`src/rtl/rom_boot_sequencer.sv`:
```
// rom_boot_sequencer: loads 32-bit boot words into SRAM byte by byte, then hands the SRAM port to the core.
module rom_boot_sequencer #(
  parameter int ADDR_W    = 21,
  parameter int BASE_ADDR = 0,
  parameter int ROM_BYTES = 49152,
  parameter int WE_PULSE  = 2
) (
  input  logic              clk,
  input  logic              reset,
  input  logic [31:0]       host_bootdata,
  input  logic              host_bootdata_req,
  output logic              host_bootdata_ack,
  output logic              host_rom_initialised,
  input  logic [ADDR_W-1:0] core_addr,
  input  logic [7:0]        core_dout,
  input  logic              core_we_n,
  output logic [ADDR_W-1:0] sram_addr,
  output logic [7:0]        sram_dout,
  output logic              sram_we_n,
  output logic              busy
);
  localparam int CW = $clog2(WE_PULSE + 1);
  localparam logic [ADDR_W-1:0] BASE = ADDR_W'(BASE_ADDR);
  localparam logic [ADDR_W-1:0] LAST = ADDR_W'(BASE_ADDR + ROM_BYTES - 1);
  localparam logic [CW-1:0] CLAST = CW'(WE_PULSE - 1);
  typedef enum logic [2:0] {IDLE, SETUP, STROBE, HOLD, DONE} state_t;
  state_t state_q, state_d;
  logic [31:0] word_q, word_d;
  logic [ADDR_W-1:0] addr_q, addr_d, sram_addr_q, sram_addr_d;
  logic [1:0] idx_q, idx_d;
  logic [CW-1:0] cnt_q, cnt_d;
  logic [7:0] dout_q, dout_d;
  logic ack_q, ack_d, init_q, init_d, busy_q, busy_d, we_n_q, we_n_d, accept;
  always_comb begin
    state_d = state_q;
    word_d  = word_q;
    addr_d  = addr_q;
    idx_d   = idx_q;
    cnt_d   = cnt_q;
    accept  = state_q == IDLE && host_bootdata_req && !ack_q;
    case (state_q)
      IDLE: if (accept) begin
        word_d  = host_bootdata;
        idx_d   = 2'd0;
        state_d = SETUP;
      end
      SETUP: begin
        cnt_d   = '0;
        state_d = STROBE;
      end
      STROBE: if (cnt_q == CLAST) state_d = HOLD;
              else cnt_d = cnt_q + 1'b1;
      HOLD: begin
        addr_d = addr_q + 1'b1;
        if (addr_q == LAST) state_d = DONE;
        else if (idx_q != 2'd3) begin
          idx_d   = idx_q + 1'b1;
          state_d = SETUP;
        end else state_d = IDLE;
      end
      DONE: state_d = DONE;
      default: state_d = IDLE;
    endcase
    ack_d       = ack_q ? host_bootdata_req : accept;
    busy_d      = state_d == SETUP || state_d == STROBE || state_d == HOLD;
    init_d      = state_d == DONE;
    we_n_d      = state_d != STROBE;
    sram_addr_d = addr_d;
    // Registered SRAM outputs track the byte the next cycle will present.
    dout_d = idx_d == 2'd0 ? word_d[31:24] :
             idx_d == 2'd1 ? word_d[23:16] :
             idx_d == 2'd2 ? word_d[15:8]  : word_d[7:0];
  end
  always_ff @(posedge clk or posedge reset)
    if (reset) begin
      state_q     <= IDLE;
      word_q      <= '0;
      addr_q      <= BASE;
      idx_q       <= 2'd0;
      cnt_q       <= '0;
      ack_q       <= 1'b0;
      init_q      <= 1'b0;
      busy_q      <= 1'b0;
      we_n_q      <= 1'b1;
      dout_q      <= 8'd0;
      sram_addr_q <= BASE;
    end else begin
      state_q     <= state_d;
      word_q      <= word_d;
      addr_q      <= addr_d;
      idx_q       <= idx_d;
      cnt_q       <= cnt_d;
      ack_q       <= ack_d;
      init_q      <= init_d;
      busy_q      <= busy_d;
      we_n_q      <= we_n_d;
      dout_q      <= dout_d;
      sram_addr_q <= sram_addr_d;
    end
  assign host_bootdata_ack    = ack_q;
  assign host_rom_initialised = init_q;
  assign busy                 = busy_q;
  assign sram_addr            = init_q ? core_addr : sram_addr_q;
  assign sram_dout            = init_q ? core_dout : dout_q;
  assign sram_we_n            = init_q ? core_we_n : we_n_q;
endmodule

```
`config.mk`:
```
export PLATFORM = sky130hd
export DESIGN_NAME = rom_boot_sequencer
export DESIGN_NICKNAME = d
export VERILOG_FILES = /design/src/rtl/rom_boot_sequencer.sv
export SDC_FILE = /design/constraint.sdc
export NUM_CORES = 1
export LEC_CHECK = 0
export ABC_AREA = 1
export CELL_PAD_IN_SITES_DETAIL_PLACEMENT = 0
export CELL_PAD_IN_SITES_GLOBAL_PLACEMENT = 1
export CORE_MARGIN = 3
export CORE_UTILIZATION = 40
export CTS_BUF_LIST = sky130_fd_sc_hd__clkbuf_2 sky130_fd_sc_hd__clkbuf_4 sky130_fd_sc_hd__clkbuf_8
export DETAILED_ROUTE_END_ITERATION = 8
export GPL_ROUTABILITY_DRIVEN = 1
export PLACE_DENSITY = 0.93
export SYNTH_ARGS = -nofsm -noshare
export SYNTH_HDL_FRONTEND = slang
export SYNTH_SLANG_ARGS = --single-unit
export TNS_END_PERCENT = 5
```
`constraint.sdc`:
```
create_clock -name clk -period 3.85 [get_ports clk]
set_clock_uncertainty 0.05 [all_clocks]
set_input_delay 0.77 -clock clk [delete_from_list [all_inputs] [get_ports clk]]
set_output_delay 0.77 -clock clk [all_outputs]
set_load 0.005 [all_outputs]
```
# == Word-level counts from Yosys, hierarchy flattened ==
# Cells that the tools add are included.
# totals
reg_bits,72
wordCells,57
# classes
addsub,3
eq_ne,15
mux,20
n_reduce_logical,9
# op_table
cell,count
$mux W32,2
$mux W8,4
$add A21 B1 Y21 const B,1
$eq A21 B16 Y1 const B,1
$mux W21,1
$pmux W3 S5,1
$eq A3 B2 Y1 const B,4
$mux W3,3
$mux W2,4
$pmux W2 S2,2
$eq A3 B1 Y1 const B,2
$eq A3 B3 Y1 const B,2
$add A2 B1 Y2 const B,2
$eq A2 B1 Y1 const B,2
$ne A2 B2 Y1 const B,2
$logic_not A3 Y1,1
$mux W1,3
$ne A3 B2 Y1 const B,1
$eq A2 B2 Y1 const B,1
$logic_and A1 B1 Y1,2
$logic_not A2 Y1,1
$logic_or A1 B1 Y1,2
$reduce_and A2 Y1,1
$reduce_bool A2 Y1,1
$logic_not A1 Y1,1

# == Depth between registers and ports, before layout ==
# Gate-level depths: netlist of run 1.
# depth
word_depth,9
depth_mapped,13
ltp_nobuf,13

# == Worst setup path after synthesis of run 1 ==
# No wires, ideal clock.
# synth_timing
kind,flip-flop to output port
start,reg init_q (netlist: host_rom_initialised)
end,out sram_addr[12]
arrival_time_ns,1.364
path_slack_ns,1.666
stages_incl_launch_ff,4
cell_sequence,dfrtp_1 -> clkbuf_1 -> buf_1 -> mux2_2
# synth_between
elab_chain_len,1
# synth_lines
element,line,source
from (decl),33,"logic ack_q, ack_d, init_q, init_d, busy_q, busy_d, we_n_q, we_n_d, accept;"
from (signal assigned),94,init_q <= init_d;
$mux W21,103,assign sram_addr = init_q ? core_addr : sram_addr_q;
to (decl),17,"output logic [ADDR_W-1:0] sram_addr,"
# Every way passes these cells.

# == Worst setup path in the final report of run 1 ==
# layout_timing
start,reg init_q (netlist: host_rom_initialised)
end,out sram_dout[3]
# layout_between
elab_chain_len,1
# layout_lines
element,line,source
$mux W8,104,assign sram_dout = init_q ? core_dout : dout_q;
to (decl),18,"output logic [7:0] sram_dout,"
# Every way passes these cells.

==> metrics.cfg, run 1 <==
[clock_network]
cts-htree-levels = 3
cts_resized = 0
path_clk_slew_ns = 0.08
clock_latency_ns = 0.35
cts_tree = done
postCtsHoldBufs = 0
clock-sinks = 72
post_cts_buffers = 0
cts_root_buf = clkbuf_8
clk_path_buf_depth = 2
numCtsBuffers = 9

[global_routing]
grt_pass1_vias = 3170
grt_max_degree = 48
antenna_found_initial = 0
grt_usage_pct = 17.7
grt_pass1_wl_mm = 14.6
globalRouteOverflowTotal = 0

[setup_path]
worstSetupPathType = reg2out
reg2reg_slack_ns = 1.53
end_kind = output pin
cp.required_ns = 3.03
worstSetupStartpointType = flip-flop
worstPathArrival_ns = 1.95
critPathMaxFanout = 47

[synth]
synthCells = 440
synth_area_leaders = dfrtp_1 48%, nand2_1 11%, inv_1 4.5%, xor2_1 4.5%, mux2_2 4.2%
synth_cell_types = 35
syn_area_per_cell_um2 = 8.48
yosys_register_bits = 72
post-synth-top-area-cell = dfrtp_1
netlist_area_um2 = 3730
synth_nets = 507
netlist.area_leader.share_pct = 47.6
synth-seq-area-share_pct = 48.3
yosysWarnings = 0

[finish]
multi_input_area_um2 = 1650
seq_area_um2 = 1800
fin_util_pct = 56.3
antenna_cells = 0
area_growth_pct = 34.2
nFillCells = 849
final_layout_size_suffix_gt1_share_pct = 13.8
fin_nets = 605
final_area_um2 = 5010

[run_status]
outcome = finished clean

[floorplan]
coreArea_um2 = 8890
die_h_um = 103
start_util_pct = 42.0
placementRows = 34
ios = 98
dieWidth_um = 103
die_area_um2 = 10500

[routing]
vias_per_cell = 4.86
vias = 3161
ant_nets = 0
routedWlPerCell_um = 13.9
drc = 0
drt-total-wl_mm = 9.07
dr.pass1.iters = 4
drt_iter0_markers = 110

[min_path]
hold_path.class = reg2reg

[timing]
tns_ns = 0
drv_slew = 0
timing.slew.headroom_pct = 59.0
min_period_over_period_pct = 72.1
setup_violations = 0
min_period_ns = 2.77
fmax_mhz = 360
tightestPinTransition_ns = 0.614
rsz0062_at_grt = no
final_hold_viol_count = 0

[power_and_ir_drop]
power_w = 0.00315
leakage_nw = 2.25
power_density_nw_per_um2 = 629
vdd_drop_max_mv = 0.337

[place]
place_congestion = 0.894
placed_cell_area_um2 = 4780
dp.final_hpwl_mm = 6.69
port_buffers = 97

[run]
max-cap-violations = 0

[cell type report]
cell class	instances	area share [%]
clock buffer	10	2.75
tap	108	2.70
sequential	72	36.0
inverter	54	4.05
timing repair buffer	100	19.8
multi-input combinational	301	32.9
clock inverter	6	1.82
[Yosys cell counts (all sizes together)]
master / n
or2: 15
mux2: 14
ha: 2
a21oi: 16
nand3: 26
dfstp: 1
nand4: 4
nor2: 37
dfrtp: 71
clkbuf: 5
o21ai: 35
o22ai: 1
clkinv: 1
inv: 53
nor3: 8
nand2: 122
buf: 8
and3b: 1
xor2: 19
nor4: 1
[stage by stage]
step                hold slack (ns)  cells  worst slack [ns]
floorplan                     0.395    440              1.21
global placement              0.410    635             0.851
detailed placement            0.415    635             0.743
CTS                           0.433    651              1.06
global route                  0.450    651             0.815
finish                        0.434    651              1.08
[placed cells by master, fill, tap and decap left out, types with 10 or more instances in the layout]
cell type and n:
nand3_1 21, a21oi_1 16, clkbuf_8 10, nand2_1 109, clkdlybuf4s50_1 97, nor2_1 30
dfrtp_1 71, mux2_2 14, inv_1 44, o21ai_0 31, xor2_1 19
[path summary, 6_finish.rpt]
check                                               startpoint                           to  cells past startpoint
worst max-delay path            host_rom_initialised$_DFF_PP0_                 sram_dout[3]                      3
worst min-delay path                      word_q[28]$_DFF_PP0_         word_q[28]$_DFF_PP0_                      2
worst max register to register            state_q[2]$_DFF_PP0_          dout_q[4]$_DFF_PP0_                      8
worst min register to register            word_q[28]$_DFF_PP0_         word_q[28]$_DFF_PP0_                      2
max in group asynchronous                                reset  sram_addr_q[12]$_DFFE_PP0N_                      3
min in group asynchronous                                reset          dout_q[2]$_DFF_PP0_                      3
[flip-flops by register name (all words and copies together) (netlist names), 2 cells and up]
signal,count
state_q,3
dout_q,8
sram_addr_q,21
word_q,32
idx_q,2
cnt_q,2
[critical path, stage by stage (launching register included)]
cell,delay [ns]
dfrtp_1,0.33
buf_4,0.41
mux2_2,0.41
clkdlybuf4s50_1,0.46
[cell families (layout without fill, tap and decap cells)]
| kind of cell | count (synthesis) | after routing | share of synthesized area (%) |
|---|---|---|---|
| flops | 72 | 72 | 48.3 |
| mux | 14 | 14 | 4.23 |
| xor+xnor | 19 | 19 | 4.46 |
| buf+inv | 67 | 170 | 7.58 |
| simple gates | 214 | 214 | 27.7 |
| fa+ha+maj | 2 | 2 | 0.671 |
| compound gates | 52 | 52 | 7.01 |
[report_power, final]
part           internal [W]  total (W)  switching, W
Sequential          0.00104    0.00117      0.000129
Combinational      0.000564    0.00131      0.000742
Clock              0.000386   0.000679      0.000293
[per-layer routing]
layer / track usage [%] / vias to the layer above / wire (um)
met4: 6.26 / 0 / 147
met5: 0 / - / 0
met1: 22.4 / 1468 / 3900
met2: 30.2 / 96 / 4490
met3: 3.52 / 12 / 535
li1: - / 1585 / -
Note: power is estimated with default switching activity, not from simulation.
==> inputs of run 2 (changes only) <==
--- a/config.mk
+++ b/config.mk
@@ -9,11 +9,11 @@
 export CELL_PAD_IN_SITES_DETAIL_PLACEMENT = 0
 export CELL_PAD_IN_SITES_GLOBAL_PLACEMENT = 1
 export CORE_MARGIN = 3
-export CORE_UTILIZATION = 40
+export CORE_UTILIZATION = 33
 export CTS_BUF_LIST = sky130_fd_sc_hd__clkbuf_2 sky130_fd_sc_hd__clkbuf_4 sky130_fd_sc_hd__clkbuf_8
 export DETAILED_ROUTE_END_ITERATION = 8
 export GPL_ROUTABILITY_DRIVEN = 1
-export PLACE_DENSITY = 0.93
+export PLACE_DENSITY = 0.83
 export SYNTH_ARGS = -nofsm -noshare
 export SYNTH_HDL_FRONTEND = slang
 export SYNTH_SLANG_ARGS = --single-unit
==> constraint.sdc (replaced) <==
create_clock -name clk -period 2.3 [get_ports clk]
set_clock_uncertainty 0.05 [all_clocks]
set_input_delay 0.46 -clock clk [delete_from_list [all_inputs] [get_ports clk]]
set_output_delay 0.46 -clock clk [all_outputs]
set_load 0.005 [all_outputs]
==> run 2 against run 1 <==
Via count up 1.2%. Final cell count grew 6.1%. Sequential power is 66% higher. Total power is 72% higher. Count of clock-buffer cells in the layout rose by 1. Worst hold slack improved by 0.00053 ns. Final area increased by 4.0%. Register-to-register slack got worse by 1.3 ns. Sequential cell count unchanged. Critical path depth is the same. Critical endpoint is now sram_addr[20]. Highest routed layer unchanged.
==> metrics.cfg, run 2 (synthesis results as in run 1) <==
[clock_network]
post_cts_buffers = 0
clock-sinks = 72
cts-htree-levels = 3
cts_root_buf = clkbuf_8
numCtsBuffers = 9
postCtsHoldBufs = 0
cts_tree = done
path_clk_slew_ns = 0.08
clock_latency_ns = 0.34
clk_path_buf_depth = 2

[routing]
dr.pass1.iters = 4
vias_per_cell = 4.63
drt_iter0_markers = 131
vias = 3198
routedWlPerCell_um = 13.3
drc = 0
drt-total-wl_mm = 9.20
ant_nets = 0

[timing]
min_period_ns = 2.23
setup_slack_ns = 0.0735
tns_ns = 0
fmax_mhz = 449
drv_slew = 0
rsz0062_at_grt = no
timing.slew.headroom_pct = 68.8
min_period_over_period_pct = 96.8
setup_violations = 0
final_hold_viol_count = 0
tightestPinTransition_ns = 0.468

[setup_path]
slowest_delay_ns = 0.45
crit_chain = buf_12, mux2_2, clkdlybuf4s50_1
crit_start = host_rom_initialised$_DFF_PP0_
critPathMaxFanout = 28
reg2regPathDepth = 11
reg2reg_slack_ns = 0.28
worst_r2r_endpoint = dout_q[5]$_DFF_PP0_
crit_buf_inv = 2
cp.required_ns = 1.79
worstSetupPathType = reg2out
worstSetupStartpointType = flip-flop
r2r_start = sram_addr_q[0]$_DFFE_PP0N_
end_kind = output pin
crit_path_top_delay_cell = clkdlybuf4s50_1
cp_top_family = buffers and inverters
worstPathArrival_ns = 1.72

[run_status]
outcome = finished clean

[floorplan]
placementRows = 38
die_area_um2 = 12600
die_h_um = 112
coreArea_um2 = 10900
ios = 98
dieWidth_um = 112
start_util_pct = 34.1

[power_and_ir_drop]
power_w = 0.00543
leakage_nw = 2.38
vdd_drop_max_mv = 0.515
power_density_nw_per_um2 = 1040

[place]
place_ws_ns = 0.0151
dp.final_hpwl_mm = 7.15
place_congestion = 0.807
port_buffers = 97
placed_cell_area_um2 = 4920

[finish]
final_common_cell = nand2_1
largest_register_ffs = 32
mostFrequentLayoutCells = 109 x nand2_1, 93 x clkdlybuf4s50_1, 70 x dfrtp_1
antenna_cells = 0
largest_register = word_q
final_layout_size_suffix_gt1_share_pct = 15.2
fin_nets = 613
largestRegisters = word_q x32, sram_addr_q x21, dout_q x8
area_growth_pct = 39.6
fin_util_pct = 47.6
final_area_um2 = 5210

[min_path]
worstHoldPathCells = 2
min_to = word_q[23]$_DFF_PP0_
hold_path.class = reg2reg
worstHoldStart = word_q[23]$_DFF_PP0_

[global_routing]
antenna_found_initial = 0
grt_pass1_vias = 3307
globalRouteOverflowTotal = 0
grt_max_degree = 29
grt_usage_pct = 15.2
grt_pass1_wl_mm = 15.8

[run]
max-cap-violations = 0

-- run 2: cell types whose count changed in the layout (fill, tap and decap cells not counted), sizes merged --
cell and delta:
buf +8, clkdlybuf4s50 -4, dlymetal6s2s +4, clkinv -3, clkinvlp +3, inv -2
bufinv +1, clkbuf +1
-- run 2: stage by stage --
step | hold slack, ns | cells
after floorplan | 0.395 | 440
after global placement | 0.410 | 675
after detailed placement | 0.416 | 675
after CTS | 0.438 | 691
after global routing | 0.457 | 691
final | 0.435 | 691
-- run 2: tightest hold or removal path, delay by kind of cell (launching register included) --
| kind | cells | cell delay (ns) |
|---|---|---|
| simple gates | 2 | 0.13 |
| flops | 1 | 0.33 |
-- run 2: layer usage --
metal  wire [um]  global-route usage, %  up-vias
met2        4410                   25.8       96
met5           0                      0        -
li1            -                      -     1602
met4          93                   4.33        0
met3         542                   3.13       12
met1        4160                   19.7     1488
-- run 2: area by class of cell --
type,instances,area [um^2]
Clock buffer,11,145
Clock inverter,5,105
Fill cell,1029,5730
Inverter,54,206
Multi-Input combinational cell,301,1650
Sequential cell,72,1800
Tap cell,140,175
Timing Repair Buffer,108,1130
-- run 2: report_power, final --
group | switching [W] | internal [W]
Clock | 0.000483 | 0.000763
Sequential | 0.000201 | 0.00174
Combinational | 0.00124 | 0.00100
-- run 2: worst max path at each step --
stage	endpoint	slack (ns)	depth (start not counted)
floorplan	sram_addr[12]	0.43	3
finish	sram_addr[20]	0.07	3
global route	sram_addr[10]	0.02	3
CTS	sram_addr[0]	-0.03	5
global placement	dout_q[3]$_DFF_PP0_	0.07	9
detailed placement	dout_q[3]$_DFF_PP0_	0.02	9
-- run 2: timing repair --
item,4_1_cts,5_1_grt
cloned,0,0
endpoints found under the hold margin,0,0
resized for setup,0,12
endpoints found under the setup margin,7,22
==> inputs of run 3 (changes only) <==
--- a/config.mk
+++ b/config.mk
@@ -6,6 +6,7 @@
 export NUM_CORES = 1
 export LEC_CHECK = 0
 export ABC_AREA = 1
+export CAP_MARGIN = 20
 export CELL_PAD_IN_SITES_DETAIL_PLACEMENT = 0
 export CELL_PAD_IN_SITES_GLOBAL_PLACEMENT = 1
 export CORE_MARGIN = 3
==> results of run 3 <==
Final layout, timing and power as in run 2 (identical DEF).
